--- config.mk ---
export PLATFORM = sky130hd
export DESIGN_NAME = mem_access_unit_flat
export DESIGN_NICKNAME = d
export VERILOG_FILES = /design/src/rtl/mem_access_unit_if.sv /design/src/rtl/mem_access_unit.sv /design/src/flat_wrapper.sv
export SDC_FILE = /design/constraint.sdc
export NUM_CORES = 1
export LEC_CHECK = 0
export ABC_AREA = 0
export CAP_MARGIN = 5
export CORE_MARGIN = 5
export CORE_UTILIZATION = 44
export DETAILED_ROUTE_END_ITERATION = 12
export GPL_ROUTABILITY_DRIVEN = 1
export PLACE_DENSITY = 0.86
export RECOVER_POWER = 100
export SLEW_MARGIN = 10
export SYNTH_ARGS = -nofsm -noshare
export SYNTH_HDL_FRONTEND = slang
export SYNTH_SLANG_ARGS = --single-unit
--- constraint.sdc ---
create_clock -name clk -period 5.2 [get_ports clk]
set_clock_uncertainty 0.2 [all_clocks]
set_input_delay 1.04 -clock clk [delete_from_list [all_inputs] [get_ports clk]]
set_output_delay 1.04 -clock clk [all_outputs]
set_load 0.05 [all_outputs]
--- src/rtl/mem_access_unit_if.sv ---
// Data-memory bus between the memory-stage load/store engine and memory.
//   mem_req   : request, held high for the whole transfer
//   mem_we    : 1 = write, 0 = read
//   mem_addr  : word address (low two bits always zero)
//   mem_wdata : write data, already lane-replicated for byte stores
//   mem_be    : byte enables
//   mem_ready : memory completes the transfer this cycle
//   mem_rdata : read data, valid while mem_ready=1
// master = load/store engine, slave = memory.
interface mem_access_unit_if;
  logic        mem_req;
  logic        mem_we;
  logic [31:0] mem_addr;
  logic [31:0] mem_wdata;
  logic [3:0]  mem_be;
  logic        mem_ready;
  logic [31:0] mem_rdata;

  modport master (
    output mem_req, mem_we, mem_addr, mem_wdata, mem_be,
    input  mem_ready, mem_rdata
  );
  modport slave (
    input  mem_req, mem_we, mem_addr, mem_wdata, mem_be,
    output mem_ready, mem_rdata
  );
endinterface

--- src/rtl/mem_access_unit.sv ---
// Memory-stage load/store engine.
// Takes the M-stage address, store data and access controls. It runs one
// transfer on a variable-latency req/ready bus and returns the aligned,
// lane-selected load result. StallM freezes the pipeline while a transfer
// is in flight.
// Ports:
//   clk, reset          : clock; asynchronous active-high reset
//   MemReadM/MemWriteM  : load / store in M (the store wins if both are high)
//   MByteM              : 1 = byte access, 0 = word access
//   ALUOutM, WriteDataM : byte address, store data
//   bus (master)        : data-memory bus, see mem_access_unit_if
//   ReadDataM           : load result, held until the next load completes
//   StallM              : pipeline freeze
//   Misaligned          : one-cycle pulse for a word access with addr[1:0]!=0
//   MemFault            : sticky bus-timeout flag
// Optional feature: define MEM_TIMEOUT_EN to abort a BUSY transfer after
// TIMEOUT_CYCLES cycles without mem_ready. Without it, MemFault is tied 0.
module mem_access_unit #(
  parameter int          TIMEOUT_CYCLES = 64,
  parameter logic [31:0] FAULT_DATA     = 32'hDEADBEEF
) (
  input  logic                clk,
  input  logic                reset,
  input  logic                MemReadM,
  input  logic                MemWriteM,
  input  logic                MByteM,
  input  logic [31:0]         ALUOutM,
  input  logic [31:0]         WriteDataM,
  mem_access_unit_if.master   bus,
  output logic [31:0]         ReadDataM,
  output logic                StallM,
  output logic                Misaligned,
  output logic                MemFault
);
  localparam logic [1:0] IDLE = 2'd0;
  localparam logic [1:0] BUSY = 2'd1;
  localparam logic [1:0] DONE = 2'd2;

  logic [1:0]  state_q, state_d;
  logic [31:0] addr_q, addr_d;
  logic [1:0]  lo_q, lo_d;
  logic [31:0] wdata_q, wdata_d;
  logic [3:0]  be_q, be_d;
  logic        we_q, we_d;
  logic        byte_q, byte_d;
  logic        load_q, load_d;
  logic [31:0] rdata_q, rdata_d;
  logic        mis_q, mis_d;

  logic        access;
  logic [63:0] rd_dbl;
  logic [31:0] rd_fmt;

`ifdef MEM_TIMEOUT_EN
  logic [7:0]  cnt_q, cnt_d;
  logic        fault_q, fault_d;
`endif

  assign access = MemReadM | MemWriteM;

  // A word load rotates right by the byte offset. The lane for a byte load
  // lands in bits [7:0] of the same rotation.
  assign rd_dbl = {bus.mem_rdata, bus.mem_rdata} >> {lo_q, 3'b000};
  assign rd_fmt = byte_q ? {24'h0, rd_dbl[7:0]} : rd_dbl[31:0];

  always_comb begin
    state_d = state_q;
    addr_d  = addr_q;
    lo_d    = lo_q;
    wdata_d = wdata_q;
    be_d    = be_q;
    we_d    = we_q;
    byte_d  = byte_q;
    load_d  = load_q;
    rdata_d = rdata_q;
    mis_d   = 1'b0;
`ifdef MEM_TIMEOUT_EN
    cnt_d   = cnt_q;
    fault_d = fault_q;
`endif
    case (state_q)
      IDLE: if (access) begin
        state_d = BUSY;
        addr_d  = {ALUOutM[31:2], 2'b00};
        lo_d    = ALUOutM[1:0];
        we_d    = MemWriteM;
        load_d  = MemReadM & ~MemWriteM;
        byte_d  = MByteM;
        be_d    = MByteM ? (4'b0001 << ALUOutM[1:0]) : 4'b1111;
        wdata_d = MByteM ? {4{WriteDataM[7:0]}} : WriteDataM;
        mis_d   = ~MByteM & (|ALUOutM[1:0]);
`ifdef MEM_TIMEOUT_EN
        cnt_d   = 8'd0;
`endif
      end
      BUSY: begin
        if (bus.mem_ready) begin
          state_d = DONE;
          if (load_q) rdata_d = rd_fmt;
        end
`ifdef MEM_TIMEOUT_EN
        // Count the current idle cycle as well, so the abort comes after
        // exactly TIMEOUT_CYCLES BUSY cycles.
        else if (cnt_q == 8'(TIMEOUT_CYCLES - 1)) begin
          state_d = DONE;
          fault_d = 1'b1;
          if (load_q) rdata_d = FAULT_DATA;
        end else begin
          cnt_d = cnt_q + 8'd1;
        end
`endif
      end
      // An access seen in DONE is the instruction that just finished.
      DONE:    state_d = IDLE;
      default: state_d = IDLE;
    endcase
  end

  always_ff @(posedge clk or posedge reset) begin
    if (reset) begin
      state_q <= IDLE;
      addr_q  <= 32'h0;
      lo_q    <= 2'b00;
      wdata_q <= 32'h0;
      be_q    <= 4'h0;
      we_q    <= 1'b0;
      byte_q  <= 1'b0;
      load_q  <= 1'b0;
      rdata_q <= 32'h0;
      mis_q   <= 1'b0;
    end else begin
      state_q <= state_d;
      addr_q  <= addr_d;
      lo_q    <= lo_d;
      wdata_q <= wdata_d;
      be_q    <= be_d;
      we_q    <= we_d;
      byte_q  <= byte_d;
      load_q  <= load_d;
      rdata_q <= rdata_d;
      mis_q   <= mis_d;
    end
  end

`ifdef MEM_TIMEOUT_EN
  always_ff @(posedge clk or posedge reset) begin
    if (reset) begin
      cnt_q   <= 8'h0;
      fault_q <= 1'b0;
    end else begin
      cnt_q   <= cnt_d;
      fault_q <= fault_d;
    end
  end
  assign MemFault = fault_q;
`else
  logic unused_cfg;
  assign unused_cfg = ^{TIMEOUT_CYCLES, FAULT_DATA};
  assign MemFault   = 1'b0;
`endif

  // Gating with reset stops the still-asserted M-stage controls from
  // raising a stall while the pipeline is being reset.
  assign StallM        = ~reset & (((state_q == IDLE) & access) | (state_q == BUSY));
  assign bus.mem_req   = (state_q == BUSY);
  assign bus.mem_we    = we_q;
  assign bus.mem_addr  = addr_q;
  assign bus.mem_wdata = wdata_q;
  assign bus.mem_be    = be_q;
  assign ReadDataM     = rdata_q;
  assign Misaligned    = mis_q;
endmodule

--- src/flat_wrapper.sv ---
// flat-port wrapper written by rule: the top's interface ports become plain ports
module mem_access_unit_flat 
#(
  parameter int          TIMEOUT_CYCLES = 64,
  parameter logic [31:0] FAULT_DATA     = 32'hDEADBEEF
)
  (clk, reset, MemReadM, MemWriteM, MByteM, ALUOutM, WriteDataM, ReadDataM, StallM, Misaligned, MemFault, bus_mem_req, bus_mem_we, bus_mem_addr, bus_mem_wdata, bus_mem_be, bus_mem_ready, bus_mem_rdata);
  mem_access_unit_if bus_i ();
  input  logic clk;
  input  logic reset;
  input  logic MemReadM;
  input  logic MemWriteM;
  input  logic MByteM;
  input  logic [31:0] ALUOutM;
  input  logic [31:0] WriteDataM;
  output logic [31:0] ReadDataM;
  output logic StallM;
  output logic Misaligned;
  output logic MemFault;
  output wire logic [$bits(bus_i.mem_req)-1:0] bus_mem_req;
  output wire logic [$bits(bus_i.mem_we)-1:0] bus_mem_we;
  output wire logic [$bits(bus_i.mem_addr)-1:0] bus_mem_addr;
  output wire logic [$bits(bus_i.mem_wdata)-1:0] bus_mem_wdata;
  output wire logic [$bits(bus_i.mem_be)-1:0] bus_mem_be;
  input wire logic [$bits(bus_i.mem_ready)-1:0] bus_mem_ready;
  input wire logic [$bits(bus_i.mem_rdata)-1:0] bus_mem_rdata;
  assign bus_mem_req = bus_i.mem_req;
  assign bus_mem_we = bus_i.mem_we;
  assign bus_mem_addr = bus_i.mem_addr;
  assign bus_mem_wdata = bus_i.mem_wdata;
  assign bus_mem_be = bus_i.mem_be;
  assign bus_i.mem_ready = bus_mem_ready;
  assign bus_i.mem_rdata = bus_mem_rdata;
  mem_access_unit #(.TIMEOUT_CYCLES(TIMEOUT_CYCLES), .FAULT_DATA(FAULT_DATA)) u_core (.clk(clk), .reset(reset), .MemReadM(MemReadM), .MemWriteM(MemWriteM), .MByteM(MByteM), .ALUOutM(ALUOutM), .WriteDataM(WriteDataM), .bus(bus_i), .ReadDataM(ReadDataM), .StallM(StallM), .Misaligned(Misaligned), .MemFault(MemFault));
endmodule
==> results.toml, run 1 <==
[layout]
fillCellCount = 1006
postLayoutCoreUtil = 0.616
area_growth_pct = 38.5
finalNetCount = 704
drive_above_1_share = 0.0362
final_antenna_diode_count = 0
instances_no_fill = 754

[detailed_routing]
first_pass_iters = 4
drtAntennaViolNets = 0
post_drt_via_cell_ratio = 5.03
detail_route.wl_per_cell_um = 17.8
drt_drc_violations_left = 0
vias_after_detailed_routing = 3789
post_detailed_routing_wire_length_mm = 13.4
detailedRoute.firstIterationViolations = 242

[sta]
hold_ws_ns = 0.277
maxClockFrequency_ghz = 0.237
post-route-period-util = 0.811
report.final.setup_viol = 0
maxSlewViolCount = 74
postLayoutSetupSlackWorst_ns = 0.984
worst_slew_pin_slew_ns = 1.73
rsz_0062_raised_after_global_routing = "no"
setup_total_negative_slack_ns = 0
min_period_ns = 4.22
maxSlewHeadroom = -0.155
finalHoldViolCount = 0

[setup_path]
critical_path.cell_chain = "dlygate4sd3_1 -> o21ai_0 -> a21oi_1 -> dlygate4sd3_1"
worst_ep_required_time_ns = 3.96
cp_top_delay_family = "buffers and inverters"
timing.reg2reg.worst_path_depth = 4
crit_path_top_delay_cell = "dlygate4sd3_1"
critical_path.endpoint_type = "output port"
critical_path.n_buffers_inverters = 2
reg2reg_setup_slack_ns = 2.48
cp_slowest_stage_delay_ns = 0.78
criticalPathCategory = "input pin to output port"
startpoint_type = "input pin"
rr_startpoint = "u_core.state_q[0]"
r2r-end = "u_core.ReadDataM[31]"
worstPathMaxFanout = 4
critical_path_arrival_ns = 2.98
worst_path_most_repeated_cell = "dlygate4sd3_1"

[logic_synthesis]
synth_sequential_area_ratio = 0.500
syn_avg_cell_area_um2 = 12.9
synth.top_cells.by_area = "dfrtp_1, mux2_4, mux2_1"
synth_most_common_cell = "dfrtp_1"
post-synth-top-area-fraction = 0.500
synthesis.area_um2 = 5300
synth-seq-cells = 106
yosys_warnings = 0
synth.largest_area_cell = "dfrtp_1"
syn_inst = 410
synth_flop_cell = "dfrtp_1"
synth_edf_count = 0
synth_common_cells = "dfrtp_1, mux2_4, nand2_1"
count_of_different_cell_masters_after_synthesis = 22
async_flop_share = 1.00

[flow_run]
cap_violations = 2

[place]
dp_slack_ns = 1.23
placement.io_buffers = 203
globalplace.congestion = 0.828
place.detailed.hpwl_mm = 10.1
placedCellCount = 738

[global_routing]
globalRouteOverflowTotal = 0
grt_antenna_before_repair = 1
first_global_vias = 4225
gr-usage-met2 = 0.316
global_route.usage.total = 0.187
global_route.usage.met3 = 0.0679
grtUsageMet1 = 0.224
busiest_layer = "met2"
grt_first_pass_wirelength_mm = 21.5
maximum_number_of_pins_on_one_net_before_global_route_repair = 77

[min_path]
min-delay-start = "u_core.ReadDataM[7]"
hold_path_depth = 2
timing.hold.worst_endpoint = "u_core.ReadDataM[7]"
holdCritPathClass = "register to register"

[die]
boundary_pins = 207
die_width_um = 120
fp.dieH_um = 120
core_area_um2 = 11900
die_area_um2 = 14300
start_util = 0.445
std_cell_rows = 40

[cts]
number_of_clock_sinks = 106
cts-resized-gates = 0
worst_setup_hold_path_clk_slew_ns = 0.06
postCtsHoldBufs = 0
cts_setup_buffers = 0
cts_buffer_depth = 2
cts_root_buf = "clkbuf_16"
tritoncts_clock_tree = "yes"
worst_skew_pair.late_latency_ns = 0.33
cts-htree-levels = 3
tritoncts.num_buffers = 9

[outcome]
failed_checks = "capacitance limit, slew limit"
status = "complete, but fails checks"

[pwr]
cellPowerDensity_nw_per_um2 = 696
power.ir.vdd_worst_mv = 0.441
power_leakage_nw = 3.30
==> cell families (layout without fill, tap and decap cells) <==
family	count (synthesis)	after routing	share of synthesized area
mux	135	135	0.328
flops	106	106	0.500
compound gates	65	65	0.0623
buf+inv	58	253	0.0745
simple gates	45	45	0.0347
other cells	1	3	0.000707
==> cells in the final DEF (no fill, tap or decap), drive strengths merged <==
cell type and count:
dlygate4sd3 106, dfrtp 106, mux2 102, clkdlybuf4s50 97, o21ai 62, nand2 40, mux2i 33, inv 29
clkbuf 15, conb 3, clkinv 2, bufinv 2, nor2 1, o21a 1, nand4b 1, or2 1
nand2b 1, a21oi 1, a211oi 1, and2 1, clkinvlp 1, buf 1
==> state kept, by name, summed over array words and instances, names as in the netlist <==
| register | cells |
|---|---|
| u_core.ReadDataM | 32 |
| u_core.bus.mem_wdata | 32 |
| u_core.bus.mem_addr | 30 |
| u_core.bus.mem_be | 4 |
| u_core.lo_q | 2 |
| u_core.state_q | 2 |
| u_core.Misaligned | 1 |
| u_core.bus.mem_we | 1 |
| u_core.byte_q | 1 |
| u_core.load_q | 1 |
==> power breakdown <==
| part | total [mW] | switching [mW] | internal [mW] | leakage (nW) |
|---|---|---|---|---|
| clock | 0.722 | 0.288 | 0.434 | 0.156 |
| sequential | 1.47 | 0.259 | 1.21 | 1.29 |
| combinational | 2.92 | 1.94 | 0.978 | 1.86 |
| total | 5.11 | 2.49 | 2.62 | 3.30 |
==> metrics by stage <==
step | cell area (µm²) | total power [mW]
6_report | 7340 | 5.11
5_1_grt | 7340 | 5.38
4_1_cts | 7610 | 5.66
3_5_place_dp | 7290 | 4.91
3_3_place_gp | 7290 | 4.84
2_1_floorplan | 5310 | 3.97
==> how the worst max path moves through the flow <==
stage	startpoint	end	slack, ns	cells past startpoint
after CTS	MemWriteM	StallM	1.22	4
after global routing	MemWriteM	StallM	0.94	4
after floorplan	reset	u_core.Misaligned	1.17	1
after global placement	MemWriteM	StallM	1.23	4
after detailed placement	MemWriteM	StallM	1.23	4
final	MemWriteM	StallM	0.98	4
==> worst reg2reg max path, stage by stage, from the launching register on <==
cell and delay, ns:
dfrtp_1 0.39, nand4b_1 0.10, clkbuf_1 1.26, or2_4 0.48
o21ai_0 0.15
==> area by class of cell <==
| type | instances | area [µm²] | area share |
|---|---|---|---|
| tap | 147 | 184 | 0.0250 |
| sequential | 106 | 2650 | 0.361 |
| multi-input combinational | 248 | 2020 | 0.275 |
| inverter | 29 | 111 | 0.0152 |
| timing repair buffer | 208 | 2050 | 0.280 |
| clock buffer | 11 | 243 | 0.0331 |
| clock inverter | 5 | 77.6 | 0.0106 |
==> metal layers <==
metal	up-vias	share of wire
li1	1772	-
met2	157	0.48
met4	2	0.013
met3	13	0.092
met1	1845	0.41
met5	-	0.00052
No activity file was read; power rests on OpenSTA's default activity.
==> run 2, diff against run 1 <==
clock period = 4.3 ns   (was 5.2 ns; I/O delays follow)
==> run 2 against run 1 <==
Net effect:
- the run still ends with capacitance limit, slew limit left
- via count is 0.74% lower
- largest cell class unchanged
- combinational power is 21% higher
- sequential power is 20% higher
- design area is 0.61% lower
==> results.toml, run 2 (synthesis results as in run 1) <==
[layout]
instances_no_fill = 754
mostFrequentLayoutCell = "dlygate4sd3_1"
fillCellCount = 976
drive_above_1_share = 0.0297
final_antenna_diode_count = 0
layout_common_cells = "dlygate4sd3_1, dfrtp_1, mux2_1"
area_growth_pct = 37.6
finalNetCount = 704

[outcome]
status = "complete, but fails checks"
failed_checks = "capacitance limit, slew limit"

[sta]
rsz_0062_raised_after_global_routing = "no"
finalHoldViolCount = 0
maxSlewHeadroom = -0.154
hold_ws_ns = 0.280
min_period_ns = 3.84
postLayoutSetupSlackWorst_ns = 0.461
maxSlewViolCount = 117
setup_total_negative_slack_ns = 0
post-route-period-util = 0.893
worst_slew_pin_slew_ns = 1.73
report.final.setup_viol = 0
maxClockFrequency_ghz = 0.260

[die]
die_width_um = 120
core_area_um2 = 11900
fp.dieH_um = 120
boundary_pins = 207
std_cell_rows = 40
start_util = 0.445
die_area_um2 = 14300

[min_path]
holdCritPathClass = "register to register"

[detailed_routing]
drtAntennaViolNets = 0
post_detailed_routing_wire_length_mm = 13.1
drt_drc_violations_left = 0
vias_after_detailed_routing = 3761
detail_route.wl_per_cell_um = 17.4
first_pass_iters = 4
detailedRoute.firstIterationViolations = 156
post_drt_via_cell_ratio = 4.99

[cts]
worst_skew_pair.late_latency_ns = 0.34
cts_root_buf = "clkbuf_16"
tritoncts.num_buffers = 9
number_of_clock_sinks = 106
cts_setup_buffers = 0
postCtsHoldBufs = 0
worst_setup_hold_path_clk_slew_ns = 0.07
cts_buffer_depth = 2
tritoncts_clock_tree = "yes"
cts-resized-gates = 0
cts-htree-levels = 3

[pwr]
design_power_total_mw = 6.06
power.ir.vdd_worst_mv = 0.518
power_leakage_nw = 3.27
cellPowerDensity_nw_per_um2 = 831

[global_routing]
grt_antenna_before_repair = 1
grt_first_pass_wirelength_mm = 21.4
maximum_number_of_pins_on_one_net_before_global_route_repair = 75
globalRouteOverflowTotal = 0
first_global_vias = 4162
global_route.usage.total = 0.184

[flow_run]
cap_violations = 2

[place]
placement.io_buffers = 203
globalplace.congestion = 0.857
dp_slack_ns = 0.689
place.detailed.hpwl_mm = 9.93
placedCellCount = 738

[setup_path]
startpoint_type = "input pin"
worst_ep_required_time_ns = 3.24
critical_path_arrival_ns = 2.78
critical_path.endpoint_type = "output port"
worstPathMaxFanout = 4
criticalPathCategory = "input pin to output port"
## run 2: area by class of cell
cell class | count | area (µm²) | share of cell area
tap | 147 | 184 | 0.0252
clock inverter | 3 | 25.0 | 0.00343
multi-input combinational | 248 | 2010 | 0.275
timing repair buffer | 208 | 2070 | 0.284
clock buffer | 13 | 250 | 0.0343
inverter | 29 | 109 | 0.0149
sequential | 106 | 2650 | 0.364
## run 2: layer usage
metal  GRT usage  part of all wire  wire, µm  vias to the layer above
li1            -                 -         -                     1773
met1       0.229              0.42      5570                     1800
met2       0.302              0.46      6060                      166
met3      0.0646             0.095      1250                       20
met4      0.0565             0.018       242                        2
met5           0           0.00053         7                        -
## run 2: path summary, 6_finish.rpt
kind                       slack [ns]               startpoint                       end  depth (start not counted)
hold / removal                   0.28  u_core.bus.mem_addr[16]   u_core.bus.mem_addr[16]                          1
hold reg to reg                  0.28  u_core.bus.mem_addr[16]   u_core.bus.mem_addr[16]                          1
setup reg to reg                 1.24        u_core.state_q[0]      u_core.ReadDataM[16]                          4
max in group asynchronous        1.11                    reset  u_core.bus.mem_wdata[27]                          3
setup / recovery                 0.46                MemWriteM                    StallM                          4
min in group asynchronous        1.26                    reset   u_core.bus.mem_addr[14]                          2
## run 2: per-stage QoR
stage,area (µm²),utilization
2_1_floorplan,5310,-
3_3_place_gp,7300,0.613
3_5_place_dp,7300,0.613
4_1_cts,7580,0.636
5_1_grt,7300,0.613
6_report,7300,0.613
## run 2: critical path, stage by stage
cell,delay (ns)
dlygate4sd3_1,0.59
o21ai_0,0.43
a21oi_1,0.12
dlygate4sd3_1,0.78
## run 2: power breakdown
part           internal [mW]  switching [mW]  total (mW)
Clock                  0.412           0.352       0.763
Combinational           1.18            2.35        3.53
Sequential              1.46           0.305        1.77
==> run 3, diff against run 2 <==
SETUP_SLACK_MARGIN = 0.1   (was default)
==> results of run 3 <==
The final DEF is identical to that of run 2; final timing and power are the same.
